==> src/rtl/input_debouncer_pkg.sv <==
// Shared types for the input-conditioning blocks: debounce FSM states and
// the debounce counter width helper.
package input_debouncer_pkg;

  typedef enum logic [1:0] {
    S_LOW     = 2'd0,
    S_WAIT_HI = 2'd1,
    S_HIGH    = 2'd2,
    S_WAIT_LO = 2'd3
  } deb_state_t;

  // Counter must hold DEBOUNCE_CYCLES-1; never narrower than one bit.
  function automatic int unsigned cnt_width(input int unsigned cycles);
    return (cycles <= 2) ? 1 : $clog2(cycles);
  endfunction

endpackage

==> src/rtl/input_debouncer_sync_chain.sv <==
// Multi-flop synchronizer for an asynchronous 1-bit input; clears to 0 on reset.
module sync_chain #(
  parameter int unsigned STAGES = 2
) (
  input  logic clk,
  input  logic rst,
  input  logic d,
  output logic q
);

  logic [STAGES-1:0] r;

  always_ff @(posedge clk or posedge rst) begin
    if (rst) r <= '0;
    else     r <= {r[STAGES-2:0], d};
  end

  assign q = r[STAGES-1];

endmodule

==> src/rtl/input_debouncer.sv <==
// Debounces a raw bouncy input into a registered level with qbar, one-cycle
// rise/fall pulses and a wrapping count of committed rising edges.
module input_debouncer
  import input_debouncer_pkg::*;
#(
  parameter int unsigned SYNC_STAGES     = 2,
  parameter int unsigned DEBOUNCE_CYCLES = 4,
  parameter int unsigned CNT_W           = 8
) (
  input  logic             clk,
  input  logic             rst,
  input  logic             din_raw,
  output logic             q,
  output logic             qbar,
  output logic             rise,
  output logic             fall,
  output logic [CNT_W-1:0] press_count
);

  localparam int unsigned    CW       = cnt_width(DEBOUNCE_CYCLES);
  localparam logic [CW-1:0]  CNT_LAST = CW'(DEBOUNCE_CYCLES - 1);

  logic          din_s;
  deb_state_t    state, state_nx;
  logic [CW-1:0] cnt, cnt_nx;
  logic          commit_rise, commit_fall;

  sync_chain #(.STAGES(SYNC_STAGES)) u_sync (
    .clk (clk),
    .rst (rst),
    .d   (din_raw),
    .q   (din_s)
  );

  always_ff @(posedge clk or posedge rst) begin
    if (rst) begin
      state <= S_LOW;
      cnt   <= '0;
    end else begin
      state <= state_nx;
      cnt   <= cnt_nx;
    end
  end

  // The first differing sample counts as 1, so a run of DEBOUNCE_CYCLES commits.
  always_comb begin
    state_nx    = state;
    cnt_nx      = cnt;
    commit_rise = 1'b0;
    commit_fall = 1'b0;
    unique case (state)
      S_LOW: begin
        if (din_s) begin
          state_nx = S_WAIT_HI;
          cnt_nx   = CW'(1);
        end
      end
      S_WAIT_HI: begin
        if (!din_s) begin
          state_nx = S_LOW;
          cnt_nx   = '0;
        end else if (cnt == CNT_LAST) begin
          state_nx    = S_HIGH;
          cnt_nx      = '0;
          commit_rise = 1'b1;
        end else begin
          cnt_nx = cnt + 1'b1;
        end
      end
      S_HIGH: begin
        if (!din_s) begin
          state_nx = S_WAIT_LO;
          cnt_nx   = CW'(1);
        end
      end
      S_WAIT_LO: begin
        if (din_s) begin
          state_nx = S_HIGH;
          cnt_nx   = '0;
        end else if (cnt == CNT_LAST) begin
          state_nx    = S_LOW;
          cnt_nx      = '0;
          commit_fall = 1'b1;
        end else begin
          cnt_nx = cnt + 1'b1;
        end
      end
      default: begin
        state_nx = S_LOW;
        cnt_nx   = '0;
      end
    endcase
  end

  always_ff @(posedge clk or posedge rst) begin
    if (rst) begin
      q           <= 1'b0;
      qbar        <= 1'b1;
      rise        <= 1'b0;
      fall        <= 1'b0;
      press_count <= '0;
    end else begin
      rise <= commit_rise;
      fall <= commit_fall;
      if (commit_rise) begin
        q           <= 1'b1;
        qbar        <= 1'b0;
        press_count <= press_count + 1'b1;
      end else if (commit_fall) begin
        q    <= 1'b0;
        qbar <= 1'b1;
      end
    end
  end

endmodule
==> config.mk <==
export PLATFORM = sky130hd
export DESIGN_NAME = input_debouncer
export DESIGN_NICKNAME = d
export VERILOG_FILES = /design/src/rtl/input_debouncer_pkg.sv /design/src/rtl/input_debouncer_sync_chain.sv /design/src/rtl/input_debouncer.sv
export SDC_FILE = /design/constraint.sdc
export NUM_CORES = 1
export LEC_CHECK = 0
export ABC_AREA = 1
export BUFFER_PORTS_ARGS = -buffer_cell sky130_fd_sc_hd__buf_2
export CORE_UTILIZATION = 60
export CTS_BUF_LIST = sky130_fd_sc_hd__clkbuf_2
export DETAILED_ROUTE_END_ITERATION = 10
export PLACE_DENSITY = 0.85
export SLEW_MARGIN = 20
export SYNTH_ARGS = -nofsm -noshare
export SYNTH_HDL_FRONTEND = slang
export SYNTH_SLANG_ARGS = --single-unit
==> constraint.sdc <==
create_clock -name clk -period 3.3 [get_ports clk]
set_input_delay 0.66 -clock clk [delete_from_list [all_inputs] [get_ports clk]]
set_output_delay 0.66 -clock clk [all_outputs]
set_load 0.01 [all_outputs]
# Word-level counts from Yosys, hierarchy flattened
# Index checks and enable logic that the tools add are counted.
[word_totals]
ff_bits = 18
elab_cells = 43
[op_classes]
reduce_logical = 4
n_eq_ne = 8
muxes = 21
n_addsub = 2
[op_table]
columns = ["op", "n"]
rows = [
  ["2-bit 2-to-1 mux", 10],
  ["2-bit case mux with 4 select lines", 2],
  ["1-bit 2-to-1 mux", 9],
  ["8-bit by 1-bit adder with 8-bit output (second input constant)", 1],
  ["2-bit == test (second input constant)", 3],
  ["4-bit AND reduction", 1],
  ["3-bit by 2-bit != test with 1-bit output (second input constant)", 1],
  ["3-bit != test (second input constant)", 1],
  ["2-bit by 1-bit adder with 2-bit output (second input constant)", 1],
  ["2-bit by 1-bit == test with 1-bit output (second input constant)", 1],
  ["2-bit logical NOT", 1],
  ["2-bit by 1-bit != test with 1-bit output (second input constant)", 1],
  ["2-bit != test (second input constant)", 1],
  ["2-bit AND reduction", 1],
  ["2-bit nonzero test", 1],
]

# Longest topological paths before layout
[logic_depth]
depth_word = 6
depth_mapped = 8

# Modules after synthesis
# From an unflattened synthesis, not the netlist that was laid out.
[unflattened]
cells_unflattened = 108
area_unflattened_um2 = 889.6
[by_module_without_submodules]
columns = ["module", "n_inst", "seq_area_each_um2", "area_each_um2", "cells_each"]
rows = [
  ["input_debouncer", 1, 401.6, 835.8, 105],
  ["sync_chain", 1, 50.0, 53.8, 3],
]

# Least setup slack after synthesis
# Ideal clock, no wire load.
[synth_path]
kind = "reg-to-output"
start = "register qbar"
end = "output qbar"
stages_incl_launch_ff = 1
path_slack_ns = 2.111
t_arrival_ns = 0.529
cell_sequence = "dfstp_2"
[synth_lines]
columns = ["item", "line", "rtl"]
rows = [
  ["from (decl)", "input_debouncer.sv:14", "output logic qbar,"],
  ["from (signal assigned)", "input_debouncer.sv:98", "qbar <= 1'b1;"],
  ["from (signal assigned)", "input_debouncer.sv:107", "qbar <= 1'b0;"],
  ["from (signal assigned)", "input_debouncer.sv:111", "qbar <= 1'b1;"],
]
# No word-level cell between the ends.

# Final worst setup path
[layout_path]
start = "register qbar"
end = "output qbar"
# No word-level cell between the ends.

==> flow_summary.json <==
{
  "dp_hpwl_microns": 1090,
  "crit_chain": "buf_2",
  "grt_overflow_total": 0,
  "grt_pass1_vias": 554,
  "critPathKind": "reg -> out",
  "grt_pass1_wl_microns": 2280,
  "synth_cells": 89,
  "clk_pin_slew_ns": 0.17,
  "yosysWarnings": 0,
  "start_util_pct": 68.7,
  "synth.distinct_cells": 20,
  "max_freq_ghz": 0.606,
  "cp_num_buf_inv": 1,
  "intPower_uw": 352,
  "max_slew_margin_pct": 56.0,
  "maxCapViolCount": 0,
  "drt_iter0_markers": 30,
  "endpoint_kind": "output port",
  "postLayoutCoreUtil_pct": 76.7,
  "power.switching_uw": 195,
  "synth_edf_count": 0,
  "ir_worst_vdd_mv": 0.476,
  "p_clk_share_pct": 17.5,
  "swShare_pct": 35.7,
  "hold_viol_final": 0,
  "finalCritPeriodShare_pct": 50.0,
  "cts_hold_buf": 0,
  "synth_common_cells": "30 x nand2_1, 17 x dfrtp_1, 13 x inv_1, 4 x o21ai_0",
  "setup_viol": 0,
  "whs_ns": 0.376,
  "cts.root.buffer_cell": "clkbuf_2",
  "die_area_sq_um": 1510,
  "routed_wl_microns": 1440,
  "fin_tns_setup_ns": 0,
  "finalCriticalPeriod_ns": 1.65,
  "avgSynthCellArea_sq_um": 9.15,
  "synth_area_sq_um": 815,
  "yosysTopAreaCell": "dfrtp_1",
  "worstPathMaxFanout": 2,
  "clockBufferDepth": 2,
  "min_path_type": "reg -> reg",
  "post_cts_buffers": 0,
  "synth_ff_type": "dfrtp_1",
  "skew_ns": 0.00360,
  "leakagePower_uw": 0.000508,
  "combPwrFrac_pct": 26.4,
  "yosys-top-cells-area": "dfrtp_1 52%, nand2_1 14%, inv_1 6.0%",
  "num_rows": 12,
  "cp_top_family": "flip-flops",
  "gp_routability_congestion": 0.765,
  "max_stage_delay_ns": 0.57,
  "wl_per_cell_microns": 12.0,
  "outcome": "complete, no violations",
  "io_pins": 15,
  "p_total_uw": 548,
  "final_antenna_net_count": 0,
  "cts.sinks": 18,
  "tritoncts": "yes",
  "fin_nets": 112,
  "cts_resized": 0,
  "synth_most_common_cell": "nand2_1",
  "grt_max_degree": 19,
  "power_density_nw_per_um2": 602,
  "port_buffers": 14,
  "crit_path_start_kind": "flip-flop",
  "vias_per_cell": 5.23,
  "slew_viol_final": 0,
  "cts_buffers": 3,
  "core_sq_um": 1190,
  "worst_pin_slew_ns": 0.659,
  "seq_power_share_pct": 56.1,
  "crit_slowest_cell": "dfstp_2",
  "die_w_microns": 38.8,
  "vias": 627,
  "rsz0062_at_grt": "no",
  "yosysTopAreaCellShare_pct": 52.2,
  "synth_seq_cells": 18,
  "synth-seq-area-share_pct": 55.5,
  "async_flop_share_pct": 100,
  "die_h_microns": 38.8,
  "worstSkewPairLatency_ns": 0.30,
  "htreeDepth": 1,
  "grt.total_usage_pct": 24.0,
  "synth_fp_nets": 94,
  "antenna_found_initial": 0,
  "worstPathRequired_ns": 2.64,
  "drt-pass1-iter-count": 4,
  "antenna_cells": 0,
  "design_area_sq_um": 910,
  "dpl-instance-area_sq_um": 891,
  "cp.arrival_ns": 0.99,
  "drc_errors": 0,
  "layout-drive-gt1-share_pct": 23.6,
  "area_growth_syn_to_layout_pct": 11.7
}
power groups by stage:
stage | combinational (uW) | clock (uW) | sequential [uW]
2_1_floorplan | 88.8 | 0 | 316
3_3_place_gp | 135 | 0 | 307
3_5_place_dp | 145 | 0 | 311
4_1_cts | 147 | 97.2 | 306
5_1_grt | 166 | 103 | 314
6_report | 145 | 95.8 | 307
logic make-up after synthesis:
logic type               after synthesis  synth area share (%)
AND/OR/NAND/NOR                       44                  24.9
flip-flops                            18                  55.5
buffers and inverters                 15                  7.83
AO/OA/AOI/OAI                          7                  4.61
XOR/XNOR                               3                  4.15
adder cells (fa/ha/maj)                2                  3.07
sequential cells by signal, summed over array words and instances (netlist names), named ones only:
signal       flops
cnt              2
fall             1
press_count      8
q                1
qbar             1
rise             1
state            1
u_sync.r         2
metrics by stage:
step	worst slack (ns)	instances
after floorplan	2.11	89
after detailed placement	1.92	116
after CTS	1.64	120
after global routing	1.63	120
final	1.65	120
after global placement	1.99	116
placed cells by master (no fill, tap or decap):
| cell | synthesis | routed |
|---|---|---|
| nand2_1 | 30 | 30 |
| dfrtp_1 | 17 | 17 |
| buf_2 | 0 | 14 |
| inv_1 | 13 | 13 |
| o21ai_0 | 4 | 4 |
| nor2_1 | 3 | 3 |
| nand3_1 | 3 | 3 |
| clkbuf_2 | 0 | 3 |
| nand2_2 | 2 | 2 |
| nor2_4 | 2 | 2 |
| o21ai_1 | 2 | 2 |
| nand4_1 | 2 | 2 |
| ha_1 | 2 | 2 |
| xnor2_2 | 1 | 1 |
| nand3_2 | 1 | 1 |
| inv_2 | 1 | 1 |
| and2_1 | 1 | 1 |
| o31ai_1 | 1 | 1 |
| xor2_1 | 1 | 1 |
| xnor2_1 | 1 | 1 |
| clkinv_1 | 0 | 1 |
| dfstp_2 | 1 | 1 |
per-layer routing:
metal / GRT usage, % / up-vias / routed length, microns
met1: 27.9 / 288 / 626
met5: 0 / - / 0
met4: 12.9 / 0 / 30
met3: 5.20 / 5 / 76
li1: - / 309 / -
met2: 40.8 / 25 / 708
area by class of cell:
type,instances,area [sq um]
tap,14,17.5
multi-input combinational,56,299
fill,81,277
inverter,14,52.6
clock inverter,1,3.75
timing repair buffer,14,70.1
sequential,18,452
clock buffer,3,15.0
worst register-to-register path: stages (launching register included):
cell,delay (ns)
dfrtp_1,0.40
ha_1,0.19
nand2_2,0.12
nor2_4,0.29
nand2_1,0.13
o21ai_1,0.14
nand2_1,0.06
worst paths after layout:
check | startpoint | end | slack (ns) | cells past startpoint
worst max-delay path | qbar | qbar | 1.65 | 1
worst max register to register | cnt[0] | press_count[4] | 1.88 | 6
worst min register to register | u_sync.r[0] | u_sync.r[1] | 0.38 | 0
min in group asynchronous | rst | fall | 0.41 | 2
worst min-delay path | u_sync.r[0] | u_sync.r[1] | 0.38 | 0
max in group asynchronous | rst | press_count[6] | 2.48 | 2
Note: power is estimated with default switching activity, not from simulation.
